**config.mk**
```make
export PLATFORM = sky130hd
export DESIGN_NAME = instruction_fetch_unit
export DESIGN_NICKNAME = d
export VERILOG_FILES = /design/src/rtl/instruction_fetch_unit.sv
export SDC_FILE = /design/constraint.sdc
export NUM_CORES = 1
export LEC_CHECK = 0
export ABC_AREA = 1
export CAP_MARGIN = 10
export CORE_UTILIZATION = 45
export DETAILED_ROUTE_END_ITERATION = 10
export HOLD_SLACK_MARGIN = 0.1
export PLACE_DENSITY = 0.72
export SLEW_MARGIN = 20
export SYNTH_ARGS = -nofsm -noshare
export SYNTH_HDL_FRONTEND = slang
export SYNTH_SLANG_ARGS = --single-unit
export TNS_END_PERCENT = 20
```
**constraint.sdc**
```tcl
create_clock -name clk -period 5.12 [get_ports clk]
set_input_delay 1.536 -clock clk [delete_from_list [all_inputs] [get_ports clk]]
set_output_delay 1.536 -clock clk [all_outputs]
set_load 0.02 [all_outputs]
```
**src/rtl/instruction_fetch_unit.sv**
```systemverilog
// rtl/instruction_fetch_unit.sv - PC, ROM read issue and fetch buffer feeding the instruction decoder
module instruction_fetch_unit #(
    parameter int          ADDR_WIDTH  = 8,
    parameter int          INSTR_WIDTH = 20,
    parameter int          FIFO_DEPTH  = 2,
    parameter logic [3:0]  HALT_OPCODE = 4'hF
) (
    input  logic                   clk,
    input  logic                   rst,
    input  logic                   start,
    input  logic [ADDR_WIDTH-1:0]  start_addr,
    output logic [ADDR_WIDTH-1:0]  imem_addr,
    output logic                   imem_rd_en,
    input  logic [INSTR_WIDTH-1:0] imem_rdata,
    output logic [INSTR_WIDTH-1:0] instr_out,
    output logic [ADDR_WIDTH-1:0]  instr_pc,
    output logic                   instr_valid,
    input  logic                   instr_ready,
    output logic                   halted,
    output logic                   busy
);
    localparam int PW = (FIFO_DEPTH > 1) ? $clog2(FIFO_DEPTH) : 1;
    localparam int CW = $clog2(FIFO_DEPTH + 1);

    typedef enum logic [1:0] {
        S_IDLE,
        S_FETCH,
        S_HALTED
    } state_t;

    state_t                 state_q, state_d;
    logic [ADDR_WIDTH-1:0]  pc_q;
    logic                   inflight_q;
    logic [ADDR_WIDTH-1:0]  inflight_pc_q;
    logic                   halt_seen_q;
    logic [INSTR_WIDTH-1:0] mem_word [FIFO_DEPTH];
    logic [ADDR_WIDTH-1:0]  mem_pc   [FIFO_DEPTH];
    logic [PW-1:0]          wr_ptr_q, rd_ptr_q;
    logic [CW-1:0]          count_q;

    logic          push, pop, issue, start_ok, rdata_halt, head_halt;
    logic [CW:0]   occupancy;

    function automatic logic [PW-1:0] ptr_next(input logic [PW-1:0] p);
        return (p == PW'(FIFO_DEPTH - 1)) ? '0 : p + 1'b1;
    endfunction

    assign push       = inflight_q;
    assign pop        = (count_q != '0) && instr_ready;
    assign rdata_halt = inflight_q && (imem_rdata[INSTR_WIDTH-1 -: 4] == HALT_OPCODE);
    assign head_halt  = (mem_word[rd_ptr_q][INSTR_WIDTH-1 -: 4] == HALT_OPCODE);
    assign occupancy  = {1'b0, count_q} + (CW+1)'(inflight_q);
    assign start_ok   = start && (state_q != S_FETCH);

    // A read may be issued into a full buffer only when the head leaves this cycle;
    // the returning HALT word blocks the read that would otherwise follow it.
    assign issue = (state_q == S_FETCH) && !halt_seen_q && !rdata_halt &&
                   ((occupancy < (CW+1)'(FIFO_DEPTH)) ||
                    ((occupancy == (CW+1)'(FIFO_DEPTH)) && pop));

    always_comb begin
        state_d = state_q;
        case (state_q)
            S_IDLE:   if (start) state_d = S_FETCH;
            S_FETCH:  if (pop && head_halt) state_d = S_HALTED;
            S_HALTED: if (start) state_d = S_FETCH;
            default:  state_d = S_IDLE;
        endcase
    end

    always_ff @(posedge clk) begin
        if (rst) begin
            state_q       <= S_IDLE;
            pc_q          <= '0;
            inflight_q    <= 1'b0;
            inflight_pc_q <= '0;
            halt_seen_q   <= 1'b0;
            wr_ptr_q      <= '0;
            rd_ptr_q      <= '0;
            count_q       <= '0;
        end else begin
            state_q <= state_d;
            if (start_ok) begin
                pc_q        <= start_addr;
                inflight_q  <= 1'b0;
                halt_seen_q <= 1'b0;
                wr_ptr_q    <= '0;
                rd_ptr_q    <= '0;
                count_q     <= '0;
            end else begin
                inflight_q <= issue;
                if (issue) begin
                    pc_q          <= pc_q + 1'b1;
                    inflight_pc_q <= pc_q;
                end
                if (push) begin
                    wr_ptr_q <= ptr_next(wr_ptr_q);
                    if (rdata_halt) halt_seen_q <= 1'b1;
                end
                if (pop) rd_ptr_q <= ptr_next(rd_ptr_q);
                case ({push, pop})
                    2'b10:   count_q <= count_q + 1'b1;
                    2'b01:   count_q <= count_q - 1'b1;
                    default: count_q <= count_q;
                endcase
            end
        end
    end

    // Storage needs no reset: the head is only visible while count_q is non-zero.
    always_ff @(posedge clk) begin
        if (push) begin
            mem_word[wr_ptr_q] <= imem_rdata;
            mem_pc[wr_ptr_q]   <= inflight_pc_q;
        end
    end

    assign imem_addr   = pc_q;
    assign imem_rd_en  = issue;
    assign instr_valid = (count_q != '0);
    assign instr_out   = instr_valid ? mem_word[rd_ptr_q] : '0;
    assign instr_pc    = instr_valid ? mem_pc[rd_ptr_q] : '0;
    assign halted      = (state_q == S_HALTED);
    assign busy        = (state_q == S_FETCH);
endmodule

```
Word level (Yosys, flattened, before mapping)
Memory sizes are Yosys's and may differ from the RTL's. A register that Yosys moved wholly into a read port is not among the register bits.
Index checks and enable logic that the tools add are counted.
- flip-flop bits (word level): 24
- bits in writable memories: 56
- output and inout port bits: 40
- logic and storage cells: 64
- memories kept: 2
- add/sub/neg operators: 6
- $lt $le $gt $ge: 1
- eq/ne operators: 10
- multiplexer cells: 16
- bitwise logic cells: 1
- reduce and logical (&&, ||, !) cells: 20
- memories (name ; depth ; width ; read ports ; clocked after Yosys merged registers in ; wr ports ; line ; RTL):
    mem_word ; 2 ; 20 ; 1 ; 1 ; 1 ; 36 ; logic [INSTR_WIDTH-1:0] mem_word [FIFO_DEPTH];
    mem_pc ; 2 ; 8 ; 1 ; 1 ; 1 ; 37 ; logic [ADDR_WIDTH-1:0] mem_pc [FIFO_DEPTH];
- operators by type and width (kind ; number):
    8-bit two-way mux ; 3
    20-bit two-way mux ; 1
    8-bit by 1-bit adder with 8-bit output, second input constant ; 1
    4-bit equality test, second input constant ; 2
    1-bit logical AND ; 8
    1-bit two-way mux ; 8
    2-bit one-hot mux with 2 select lines ; 2
    2-bit by 1-bit != test with 1-bit output, second input constant ; 3
    2-bit AND reduction ; 3
    2-bit nonzero test ; 3
    2-bit by 1-bit equality test with 1-bit output, second input constant ; 2
    2-bit equality test, second input constant ; 2
    2-bit two-way mux ; 2
    2-bit OR reduction ; 2
    2-bit by 1-bit adder with 3-bit output ; 1
    3-bit by 2-bit equality test with 1-bit output, second input constant ; 1
    3-bit by 2-bit less-than comparator with 1-bit output, second input constant ; 1
    1-bit adder, second input constant ; 2
    2-bit by 1-bit adder with 2-bit output, second input constant ; 1
    1-bit zero test ; 2
    2-bit zero test ; 1
    2-bit by 1-bit subtractor with 2-bit output, second input constant ; 1
    1-bit logical OR ; 1
    1-bit inverter ; 1

Logic depth before layout (Yosys ltp)
Gate-level depths: netlist of the first run.
- word-level depth: 7
- depth in mapped cells: 12

Least setup slack after synthesis of the first run
OpenSTA, ideal clock, no wires.
- path kind: input -> output
- start: input port imem_rdata[18]
- end: output port imem_rd_en
- arrival time: 2.069 ns
- required time: 3.584 ns
- path slack: 1.515 ns
- stages on the path: 5
- cells stage by stage: nand3_1 > nor2_2 > nor2_4 > nand2_8 > clkinv_2
- cells in the longest elaborated chain, start to end: 5
- ends and longest elaborated chain (element ; line ; RTL):
    from (decl) ; 14 ; input logic [INSTR_WIDTH-1:0] imem_rdata,
    4-bit equality test ; 50 ; assign rdata_halt = inflight_q && (imem_rdata[INSTR_WIDTH-1 -: 4] == HALT_OPCODE);
    1-bit logical AND ; 50 ;
    1-bit zero test ; 57 ; assign issue = (state_q == S_FETCH) && !halt_seen_q && !rdata_halt &&
    1-bit logical AND (2 in series) ; 57 ;
    to (decl) ; 13 ; output logic imem_rd_en,
No other way between the ends.

Worst setup path after layout of the first run
- start: input port imem_rdata[16]
- end: output port imem_rd_en
The elaborated chain is that of the path after synthesis.

==> key figures, run 1 <==
Layout
  – FILL cells: 615
  – Area grow syn2layout: 27.97%
  – Share of cells above drive strength 1: 10.63%
  – Antenna Cells: 0
  – Final std cells w/o fill: between 500 and 600
  – Total Nets Final: about 450

Clock network
  – # hold bufs at CTS: 0
  – Reg clk slew, reported paths: 80 ps
  – Post-CTS setup buffer count: 0
  – Worst-skew pair later-pin latency: between 300 and 400 ps
  – CTS Buf Count: 9
  – Post-CTS sizing: 0
  – Root Buffer: clkbuf_8
  – H-tree depth: 3
  – Clock buffer depth: 2
  – CTS tree: done
  – Clk sinks: 81

Place
  – Placed Cells: 497
  – Port Buf Inserts: 71
  – DP HPWL: 4.397 mm
  – Routability congestion estimate: 0.8041

Detailed routing
  – Drt first pass iters: 4
  – DRC: 0
  – Final wirelength: approximately 6.6 mm
  – Wire per inst: about 13 um
  – Antenna Nets Post-Route: 0
  – Via count: 2,469
  – Initial DRC count: 83
  – Detail-routed via count per cell: 4.813

Status
  – Status: completed

STA
  – # setup viols final: 0
  – Total negative slack: 0 ps
  – Slew margin rel.: 49.00%
  – Final slew viol count: 0
  – RSZ-0062 raised after global routing: false
  – Achievable frequency: 0.2089 GHz
  – Final cycle utilization of the critical path: 93.47%
  – Final Skew: 13.18 ps
  – Crit path time final: around 4800 ps
  – Final Hold Viols: 0
  – Worst-Margin Slew: 760.3 ps

Die
  – I/O Pins: 72
  – Initial core utilization: between 40% and 50%
  – Core footprint: 7331 um^2
  – Die area: roughly 8000 um^2
  – Number of placement rows: 31
  – Die Ht: 89.60 um
  – Die W: 89.60 um

Global route
  – Largest net degree at the start of global routing: 31
  – Vias in the first global route: 2,367
  – Total track usage: roughly 18%
  – First-pass GRT wire length: ~11 mm
  – Initial antenna violation count: 0
  – GR Overflow Total: 0

Logic synthesis
  – Ys flop type: edfxtp_1
  – Post-Synthesis Cells: 338
  – Synth Cell Area: 3453 um^2
  – Async SR Flop Fraction: 0%
  – Synth Register Bits: 81
  – Library cells used by synthesis: 31
  – Avg Cell Area, Syn: 10.22 um^2
  – Synth Warn #: 0
  – Post-Syn Nets: 375
  – Post-synth EDFFs: 56
  – Post-synthesis sequential area ratio: 63.19%

Setup path
  – Crit path capture: imem_rd_en
  – Worst Reg2Reg Path Length in Cells: 7
  – R2R Setup Slk: 2850 ps
  – Setup crit end kind: output pin
  – Worst Setup SP: imem_rdata[16]
  – Worst Setup Path Type: input pin to output pin
  – Startpoint Class: input pin
  – Req. time, crit path: 3580 ps
  – FF-to-FF End: state_q[0]
  – CP Max Fanout: 19
  – Worst path arrival time: 3250 ps

Power
  – Maximum VDD drop: 144.6 uV
  – P_leak: 0.001614 uW
  – Total power divided by cell area: just over 300 nW/um^2

Run
  – Number of max-cap violations: 0

Min path
  – Min-delay worst type: flip-flop to flip-flop
  – Hold path start: inflight_pc_q[3]
how the worst min path moves through the flow:
stage                   end  slack [ps]  depth (start not counted)
6_report       mem_pc[0][3]         460                          0
5_1_grt        mem_pc[1][3]         470                          0
4_1_cts        mem_pc[0][3]         460                          0
3_5_place_dp   mem_pc[0][5]         450                          0
3_3_place_gp   mem_pc[0][2]         430                          0
2_1_floorplan  mem_pc[0][0]         430                          0
registers in the layout (all words and copies together) (netlist names), named ones only:
signal	count
mem_word	40
wr_ptr_q	1
imem_addr	8
mem_pc	16
inflight_q	1
rd_ptr_q	1
state_q	2
count_q	2
inflight_pc_q	8
halt_seen_q	1
worst max-delay path, stage by stage:
cell and delay [ps]:
clkdlybuf4s50_1 510, nand2_1 80, nor2_2 180, nor2_4 70, nand2_8 160, clkinv_2 150, clkdlybuf4s50_1 560
cells by family (layout without fill, tap and decap cells):
kind of cell | count (synthesis) | count (layout) | synth area share, %
flops | 81 | 81 | 63.19
simple gates | 164 | 164 | 21.20
fa+ha+maj | 5 | 5 | 1.812
buf+inv | 34 | 110 | 4.601
xor+xnor | 4 | 4 | 1.015
compound gates | 50 | 50 | 8.189
metal layers:
metal	GRT usage, %	part of all wire (%)	up-vias	routed length, um
met5	0	0	-	0
met4	6.061	0.67	0	44
met3	4.570	5.4	7	360
met2	30.23	48	68	3173
met1	21.70	46	1131	3031
li1	-	-	1263	-
cells in the mapped netlist (4+ instances only):
| cell type | count | area, um^2 |
|---|---|---|
| dfxtp_1 | 25 | 500.5 |
| o21ai_2 | 8 | 70.07 |
| o21ai_0 | 6 | 30.03 |
| nand3_1 | 15 | 75.07 |
| a21oi_1 | 35 | 175.2 |
| edfxtp_1 | 56 | 1682 |
| buf_2 | 8 | 40.04 |
| nor2_1 | 34 | 127.6 |
| ha_1 | 5 | 62.56 |
| nand2_1 | 96 | 360.4 |
| nor2_4 | 4 | 45.04 |
| inv_1 | 17 | 63.81 |
metrics by stage:
stage                     area (um^2)  hold slack [ps]  setup WS, ps  total power (uW)  utilization (%)
after floorplan                  3453            426.3          1515             853.6                -
after global placement           4227            434.9         353.8             920.8            57.65
after detailed placement         4227            445.0         321.1             924.6            57.65
after CTS                        4419            463.9         321.3              1376            60.28
after global routing             4419            471.7         217.0              1420            60.28
final                            4419            457.8         334.1              1364            60.28
report_power, final:
| part | switching [uW] | internal, uW | total, uW |
|---|---|---|---|
| Clock | 230 | 226 | 455 |
| Combinational | 89.9 | 74.1 | 164 |
| Sequential | 18.9 | 726 | 744 |
| Total | 339 | 1030 | 1360 |
layout make-up:
cell class / count / area [um^2] / share of cell area (%)
Sequential cell: 81 / 2182 / 49.38
Multi-Input combinational cell: 223 / 1115 / 25.23
Timing Repair Buffer: 73 / 725.7 / 16.42
Clock buffer: 9 / 123.9 / 2.803
Tap cell: 99 / 123.9 / 2.803
Inverter: 21 / 80.08 / 1.812
Clock inverter: 7 / 68.82 / 1.557
cell usage in the layout, fill, tap and decap left out:
master           synthesis  routed
clkinv_1                 1       3
o21ai_0                  6       6
inv_6                    0       2
or2_2                    3       3
bufinv_16                0       1
edfxtp_1                56      56
inv_2                    2       3
nor3_1                   2       2
nand2_1                 96      96
nor2_1                  34      33
o21ai_2                  8       8
a21oi_1                 35      35
nand3_1                 15      15
xnor2_1                  3       3
nand2_4                  1       1
nor2_4                   4       4
clkinv_4                 0       1
nand4_1                  1       1
o21bai_1                 1       1
clkdlybuf4s50_1          0      71
clkinv_2                 1       2
xor2_1                   1       1
nor2_2                   2       3
dfxtp_1                 25      25
or2_1                    1       1
clkbuf_8                 0       9
nor2_8                   1       1
inv_1                   17      16
ha_1                     5       5
buf_4                    1       2
nand2_8                  1       1
nand2_2                  3       3
No activity file was read; power rests on OpenSTA's default activity.
==> run 2: changes to the inputs <==
--- a/config.mk
+++ b/config.mk
@@ -6,6 +6,7 @@
 export NUM_CORES = 1
 export LEC_CHECK = 0
 export ABC_AREA = 1
+export ABC_CLOCK_PERIOD_IN_PS = 5120
 export CAP_MARGIN = 10
 export CORE_UTILIZATION = 45
 export DETAILED_ROUTE_END_ITERATION = 10
==> results of run 2 <==
The final DEF is identical to that of run 1; final timing and power are the same.
